**config.mk**
```make
export PLATFORM = sky130hd
export DESIGN_NAME = alarm_bank
export DESIGN_NICKNAME = d
export VERILOG_FILES = /design/src/rtl/alarm_bank.sv
export SDC_FILE = /design/constraint.sdc
export NUM_CORES = 1
export LEC_CHECK = 0
export ABC_AREA = 1
export ABC_CLOCK_PERIOD_IN_PS = 7500
export CORE_AREA = 3 3 112 114
export DETAILED_ROUTE_END_ITERATION = 10
export DIE_AREA = 0 0 115 117
export GPL_ROUTABILITY_DRIVEN = 0
export MAX_ROUTING_LAYER = met4
export PLACE_DENSITY = 0.84
export SLEW_MARGIN = 0
export SYNTH_ARGS = -nofsm -noshare
export SYNTH_HDL_FRONTEND = slang
export SYNTH_SLANG_ARGS = --single-unit
```
**constraint.sdc**
```tcl
create_clock -name clk -period 7.5 [get_ports clk]
set_clock_uncertainty 0.15 [all_clocks]
set_input_delay 1.875 -clock clk [delete_from_list [all_inputs] [get_ports clk]]
set_output_delay 1.875 -clock clk [all_outputs]
set_load 0.005 [all_outputs]
```
**src/rtl/alarm_bank.sv**
```systemverilog
// alarm_bank: NUM_ALARMS-channel BCD alarm store with ring/snooze/auto-timeout FSM; ports: clk/reset, current time + minTick/secTick, channel write (sel/wrEn/wr*), snooze/dismiss, alarm/snoozing/ringId status, dis* readback of channel sel
module alarm_bank #(
  parameter int SEL_W      = 2,
  parameter int RING_SECS  = 60,
  parameter int SNOOZE_MIN = 5,
  parameter int MAX_SNOOZE = 3
) (
  input  logic             clk,
  input  logic             reset,
  input  logic [3:0]       curHour1,
  input  logic [3:0]       curHour0,
  input  logic [3:0]       curMin1,
  input  logic [3:0]       curMin0,
  input  logic             minTick,
  input  logic             secTick,
  input  logic [SEL_W-1:0] sel,
  input  logic             wrEn,
  input  logic [3:0]       wrHour1,
  input  logic [3:0]       wrHour0,
  input  logic [3:0]       wrMin1,
  input  logic [3:0]       wrMin0,
  input  logic             wrArm,
  input  logic             snooze,
  input  logic             dismiss,
  output logic             alarm,
  output logic             snoozing,
  output logic [SEL_W-1:0] ringId,
  output logic [3:0]       disH1,
  output logic [3:0]       disH0,
  output logic [3:0]       disM1,
  output logic [3:0]       disM0,
  output logic             disArm
);
  localparam int N = 2**SEL_W;
  typedef enum logic [1:0] {IDLE, RING, SNOOZE} state_t;
  state_t           state_q, state_d;
  logic [16:0]      ch_q [N];
  logic [16:0]      ch_d [N];
  logic [16:0]      dis_q, dis_d;
  logic [SEL_W-1:0] ring_id_q, ring_id_d;
  logic [7:0]       ring_cnt_q, ring_cnt_d;
  logic [3:0]       snz_cnt_q, snz_cnt_d;
  logic [15:0]      tgt_q, tgt_d;
  logic [15:0]      cur, wr_time, snz_tgt;
  logic             wr_ok, hit, m_carry;
  logic [SEL_W-1:0] hit_id;
  logic [6:0]       m_sum, m_adj;
  logic [4:0]       h_sum, h_adj;
  assign cur     = {curHour1, curHour0, curMin1, curMin0};
  assign wr_time = {wrHour1, wrHour0, wrMin1, wrMin0};
  assign wr_ok   = wrEn && wrHour1 <= 4'd2 && wrHour0 <= 4'd9 && (wrHour1 != 4'd2 || wrHour0 <= 4'd3)
                   && wrMin1 <= 4'd5 && wrMin0 <= 4'd9;
  // display bypasses the write so the new value appears one cycle after wrEn
  assign dis_d   = wr_ok ? {wrArm, wr_time} : ch_q[sel];
  assign m_sum   = 7'(curMin1) * 7'd10 + 7'(curMin0) + 7'(SNOOZE_MIN);
  assign m_carry = m_sum >= 7'd60;
  assign m_adj   = m_carry ? m_sum - 7'd60 : m_sum;
  assign h_sum   = 5'(curHour1) * 5'd10 + 5'(curHour0) + 5'(m_carry);
  assign h_adj   = h_sum >= 5'd24 ? h_sum - 5'd24 : h_sum;
  assign snz_tgt = {4'(h_adj / 5'd10), 4'(h_adj % 5'd10), 4'(m_adj / 7'd10), 4'(m_adj % 7'd10)};
  always_comb begin
    ch_d = ch_q;
    if (wr_ok) ch_d[sel] = {wrArm, wr_time};
  end
  // scan high to low so the lowest matching channel wins
  always_comb begin
    hit    = 1'b0;
    hit_id = '0;
    for (int i = N - 1; i >= 0; i--)
      if (ch_q[i][16] && ch_q[i][15:0] == cur) begin
        hit    = 1'b1;
        hit_id = SEL_W'(i);
      end
  end
  always_comb begin
    state_d    = state_q;
    ring_id_d  = ring_id_q;
    ring_cnt_d = ring_cnt_q;
    snz_cnt_d  = snz_cnt_q;
    tgt_d      = tgt_q;
    case (state_q)
      IDLE:
        if (minTick && hit) begin
          state_d    = RING;
          ring_id_d  = hit_id;
          ring_cnt_d = '0;
          snz_cnt_d  = '0;
        end
      RING:
        if (dismiss) state_d = IDLE;
        else if (snooze && snz_cnt_q < 4'(MAX_SNOOZE)) begin
          state_d   = SNOOZE;
          snz_cnt_d = snz_cnt_q + 4'd1;
          tgt_d     = snz_tgt;
        end else if (secTick) begin
          ring_cnt_d = ring_cnt_q + 8'd1;
          if (ring_cnt_q == 8'(RING_SECS - 1)) state_d = IDLE;
        end
      SNOOZE:
        if (dismiss) state_d = IDLE;
        else if (minTick && cur == tgt_q) begin
          state_d    = RING;
          ring_cnt_d = '0;
        end
      default: state_d = IDLE;
    endcase
  end
  always_ff @(posedge clk) begin
    if (reset) begin
      state_q    <= IDLE;
      ch_q       <= '{default: '0};
      dis_q      <= '0;
      ring_id_q  <= '0;
      ring_cnt_q <= '0;
      snz_cnt_q  <= '0;
      tgt_q      <= '0;
    end else begin
      state_q    <= state_d;
      ch_q       <= ch_d;
      dis_q      <= dis_d;
      ring_id_q  <= ring_id_d;
      ring_cnt_q <= ring_cnt_d;
      snz_cnt_q  <= snz_cnt_d;
      tgt_q      <= tgt_d;
    end
  end
  assign alarm    = state_q == RING;
  assign snoozing = state_q == SNOOZE;
  assign ringId   = ring_id_q;
  assign {disArm, disH1, disH0, disM1, disM0} = dis_q;
endmodule

```
Yosys cells after proc, flatten, opt, wreduce, memory -nomap -nowiden
Cells that the tools add are included.

cells by class
  div/mod/pow operators = 4
  equality and inequality tests = 19
  bitwise gates (word level) = 2
  reduce and logical (&&, ||, !) cells = 22
  shift-type cells = 0
  add/subtract/negate cells = 8
  multiplexer cells = 36
  multiply operators = 2
  $lt $le $gt $ge = 10

operator list
  kind                 count
  $eq 16x16->1         5
  $bwmux 68            1
  $mux 17              4
  $mux 8               6
  $bmux 17 s2          1
  $demux 17 s2         1
  $pmux 8 s3           1
  $mux 2               11
  $logic_and 1x1->1    13
  $mux 4               3
  $ne 2x2->1 const B   5
  $add 8x1->8 const B  1
  $eq 8x6->1 const B   1
  $le 4x2->1 const B   2
  $le 4x4->1 const B   2
  $ne 4x2->1 const B   2
  $pmux 4 s2           1
  $reduce_and 4->1     2
  $add 7x3->7 const B  1
  $add 7x4->7          1
  $div 7x4->7 const B  1
  $ge 7x6->1 const B   1
  $mod 7x4->7 const B  1
  $mux 7               1
  31 further kinds     35

word-level totals
  register bits = 117
  word-level logic and storage cells = 113
  bits in latches = 0
  output and inout port bits = 21
  memory bits (writable) = 0
  memories kept = 0
  input bits = 42
  ROM bits = 0

Longest topological paths before layout
  word-level depth = 9
  mapped depth = 35
  gate-level depth less buffers = 34

Least setup slack after synthesis
No wires, ideal clock.

  path type = input to register
  from = input curMin0[2]
  to = register tgt_q[11]
  path buffers = 1
  required time = 7.237 ns
  arrival time = 6.206 ns
  setup time = 0.113 ns
  path slack = 1.030 ns
  stages on the path = 33
  cell sequence = buf_2 > inv_1 > ha_1 > inv_1 > fa_1 > inv_1 > nand2_1 > nand2_2 > inv_1 > ha_1 > nand4_4 > nand2_4 > ha_1 > fa_1 > nand2_1 > nand2_1 > a21oi_1 > xor2_1 > or2_2 > ha_1 > inv_1 > nor2_1 > xor2_1 > ha_1 > nor2_1 > nand2_1 > nand2_1 > o21ai_0 > inv_2 > nor2_1 > xor2_1 > o21ai_1 > inv_1

between the ends
  longest elaborated chain between the ends = 7
  elaborated cells between the ends (all ways) = 8
  those cells by class = add/sub: 4; div: 1; order compare: 2; mux: 1

RTL lines
  element                                    RTL line  source
  start: declaration                         13        input logic [3:0] curMin0,
  $add 7x4->7 (*)                            55        assign m_sum = 7'(curMin1) * 7'd10 + 7'(curMin0) + 7'(SNOOZE_MIN);
  $add 7x3->7 (*)                            55
  $ge 7x6->1 (*)                             56        assign m_carry = m_sum >= 7'd60;
  $add 5x1->5 (*)                            58        assign h_sum = 5'(curHour1) * 5'd10 + 5'(curHour0) + 5'(m_carry);
  $sub 5x5->5 or $ge 5x5->1 (tied branches)  59        assign h_adj = h_sum >= 5'd24 ? h_sum - 5'd24 : h_sum;
  $mux 5 (*)                                 59
  $mod 5x4->5 (*)                            60        assign snz_tgt = {4'(h_adj / 5'd10), 4'(h_adj % 5'd10), 4'(m_adj / 7'd10), 4'(m_adj % 7'd10)};
  end signal: assignment                     124       tgt_q <= tgt_d;
  end: declaration                           43        logic [15:0] tgt_q, tgt_d;

Every way passes the cells marked *; elsewhere a longest branch is shown, timed or not.
A chain may end at the register's enable or synchronous reset.

Final worst setup path
  from = input curMin1[1]
  to = register tgt_q[11]

between the ends
  longest elaborated chain between the ends = 8
  elaborated cells between the ends (all ways) = 9
  those cells by class = add/sub: 4; mul: 1; div: 1; order compare: 2; mux: 1

RTL lines
  element                                    RTL line  source
  start: declaration                         12        input logic [3:0] curMin1,
  $mul 4x3->6 (*)                            55
  $add 7x4->7 (*)                            55
  $add 7x3->7 (*)                            55
  $ge 7x6->1 (*)                             56
  $add 5x1->5 (*)                            58
  $sub 5x5->5 or $ge 5x5->1 (tied branches)  59
  $mux 5 (*)                                 59
  $mod 5x4->5 (*)                            60

Marked as above.

==> impl_metrics.json <==
{
  "rsz0062_at_grt": "false",
  "yosysSeqAreaShare_pct": 34.5,
  "grt_pass1_wl_um": 30600,
  "syn_area_per_cell_um2": 7.18,
  "drt-total-wl_um": 19300,
  "ios": 63,
  "synthMostInstantiatedCell": "inv_1",
  "drtPass1Iterations": 7,
  "ant_nets": 0,
  "dpl.hpwl_um": 13000,
  "period_minus_slack_ps": 6910,
  "synth_edf_count": 0,
  "max-vdd-ir-drop_mv": 0.151,
  "max-cap-violations": 0,
  "syn_area_um2": 6680,
  "ys_ff_latch": 115,
  "fp.coreArea_um2": 11500,
  "synth_cell_types": 47,
  "start_util_pct": 58.0,
  "p_leak_uw": 0.00341,
  "syn_nets": 1000,
  "cp_common_cell": "nand2_1",
  "crit_start": "curMin1[1]",
  "area_growth_syn_to_layout_pct": 19.4,
  "num_rows": 39,
  "fp.dieH_um": 117,
  "clock_latency_ps": 430,
  "synth-compound-area-share_pct": 18.8,
  "tritoncts": "yes",
  "drive_gt1_share_pct": 7.16,
  "fin_crit_sh_pct": 92.2,
  "cellPowerDensity_nw_per_um2": 237,
  "synthCells": 930,
  "rr_worst_depth": 16,
  "grt_overflow_total": 0,
  "timing.setup.tns_ps": 0,
  "worstReg2RegStart": "ch_q[37]$_SDFFE_PP0P_",
  "cp.required_ps": 7660,
  "die_x_um": 115,
  "drtIter0Drc": 853,
  "dp.cells": 1106,
  "cp-end-kind": "register",
  "dr_total_vias": 6728,
  "slowest_delay_ps": 560,
  "final_cells": 1135,
  "fill_cells": 949,
  "post_cts_buffers": 0,
  "cp-endpoint": "tgt_q[11]$_SDFFE_PP0P_",
  "setup_viol": 0,
  "drv_slew": 0,
  "synth_top_family_by_area": "simple AND/OR/NAND/NOR gates",
  "cp.arrival_ps": 7080,
  "relSlewSlack_pct": 17.0,
  "antenna_found_initial": 0,
  "outcome": "completed",
  "synth-main-ff-cell": "dfxtp_1",
  "grt_pass1_vias": 6279,
  "synth_top_area_cell": "dfxtp_1",
  "yosys-top-cells-count": "151 x inv_1, 123 x nand2_1, 115 x dfxtp_1",
  "tightest_slew_ps": 1240,
  "cts_buffers": 17,
  "final_cell_area_um2": 7970,
  "die-area_um2": 13500,
  "post-route-drc-count": 0,
  "io_buffers": 62,
  "yosysWarnings": 0,
  "synth.top_cells.by_area": "dfxtp_1 34%, inv_1 8.5%, nand2_1 6.9%, nor2_1 5.8%, a221oi_1 4.9%",
  "antenna_cells": 0,
  "wl_per_cell_um": 17.0,
  "synth.area.mux_share_pct": 0,
  "synth_top_area_share_pct": 34.5,
  "synthSimpleGateAreaFrac_pct": 24.4,
  "synth_adder_area_share_pct": 5.58,
  "hold_start": "snz_cnt_q[3]$_SDFFE_PP0P_",
  "worstPathMaxFanout": 6,
  "via_per_inst": 5.93,
  "postCtsHoldBufs": 0,
  "ctsResizeCount": 0,
  "yosys.area_share.xor_xnor_pct": 5.51,
  "root_buffer": "clkbuf_16",
  "min-delay-path-class": "reg -> reg",
  "cpMaxStageDelayCell": "fa_1",
  "grt_start_max_net_pins": 74,
  "crit_type": "in -> reg",
  "startpoint_type": "input port",
  "fin_nets": 1052,
  "cts_buffer_depth": 2,
  "rrSetupSlack_ps": 4630,
  "placed_area_um2": 7390,
  "r2r-end": "ring_cnt_q[7]$_SDFFE_PP0P_",
  "track_usage_pct": 30.1,
  "htree_levels": 4,
  "cts_sinks": 115,
  "hold_violations": 0,
  "max_freq_mhz": 145,
  "ys_async_sr_fraction_pct": 0,
  "clk_pin_slew_worst_paths_ps": 50
}
[sequential cells by signal (all words and copies together), names as in the netlist]
signal      count
ch_q           68
ring_cnt_q      8
dis_q          17
state_q         2
tgt_q          14
ringId          2
snz_cnt_q       4
[where the power goes]
part           internal [uW]  switching [uW]
clock                    524             274
sequential               613           0.830
combinational            165             311
total                   1300             586
[through the flow]
| stage | utilization, % | total power [uW] | setup WS (ps) | hold WS, ps |
|---|---|---|---|---|
| floorplan | - | 989 | 1030 | 264 |
| global placement | 64.2 | 1080 | 349 | 278 |
| detailed placement | 64.2 | 1100 | 190 | 282 |
| CTS | 69.2 | 1890 | 614 | 290 |
| global route | 69.2 | 1980 | 141 | 318 |
| finish | 69.2 | 1890 | 586 | 289 |
[worst max-delay path: cells and delay by family]
family	cells	cell delay, ps
XOR/XNOR	3	570
adder cells (fa/ha/maj)	7	2060
buffers and inverters	4	660
AO/OA/AOI/OAI	3	390
AND/OR/NAND/NOR	15	1510
[routing by layer]
| layer | share of wire [%] | global-route usage, % |
|---|---|---|
| met1 | 40 | 35.8 |
| met5 | 0 | - |
| met3 | 11 | 7.10 |
| met4 | 3.4 | 15.3 |
| met2 | 46 | 47.6 |
[cell type report]
class,instances,area [um^2],share of cell area [%]
Tap cell,143,179,2.24
Timing Repair Buffer,72,691,8.66
Clock inverter,5,75.1,0.942
Multi-Input combinational cell,616,3620,45.4
Sequential cell,115,2300,28.9
Clock buffer,24,502,6.29
Inverter,160,601,7.53
[worst min-delay path by stage]
stage                     depth (start not counted)                        end  slack (ps)
after floorplan                                   2  snz_cnt_q[2]$_SDFFE_PP0P_         260
after global placement                            2  snz_cnt_q[2]$_SDFFE_PP0P_         280
after detailed placement                          2  snz_cnt_q[3]$_SDFFE_PP0P_         280
after CTS                                         2  snz_cnt_q[3]$_SDFFE_PP0P_         290
after global routing                              2  snz_cnt_q[3]$_SDFFE_PP0P_         320
final                                             2  snz_cnt_q[3]$_SDFFE_PP0P_         290
[placed cells by master (no fill, tap or decap), types with 3 or more instances in the layout]
cell             count
inv_1              151
nand2_1            123
dfxtp_1            115
nor2_1             104
clkdlybuf4s50_1     61
o21ai_0             42
a21oi_1             40
nand3_1             39
a221oi_1            37
xor2_1              36
nor3_1              36
o22ai_1             31
ha_1                25
a211oi_1            17
clkbuf_16           17
nand4_1             13
nand2_2             13
buf_4               10
xnor2_1              6
nor4_1               6
clkinv_1             5
o2111ai_1            5
clkbuf_8             5
inv_2                4
o211ai_1             4
nand2_4              3
nand3_2              3
o21ai_1              3
fa_1                 3
clkinv_2             3
[logic make-up after synthesis]
| kind of cell | count (synthesis) |
|---|---|
| simple gates | 355 |
| buf+inv | 199 |
| compound gates | 191 |
| flops | 115 |
| xor+xnor | 42 |
| fa+ha+maj | 28 |
No activity file was read; power rests on OpenSTA's default activity.
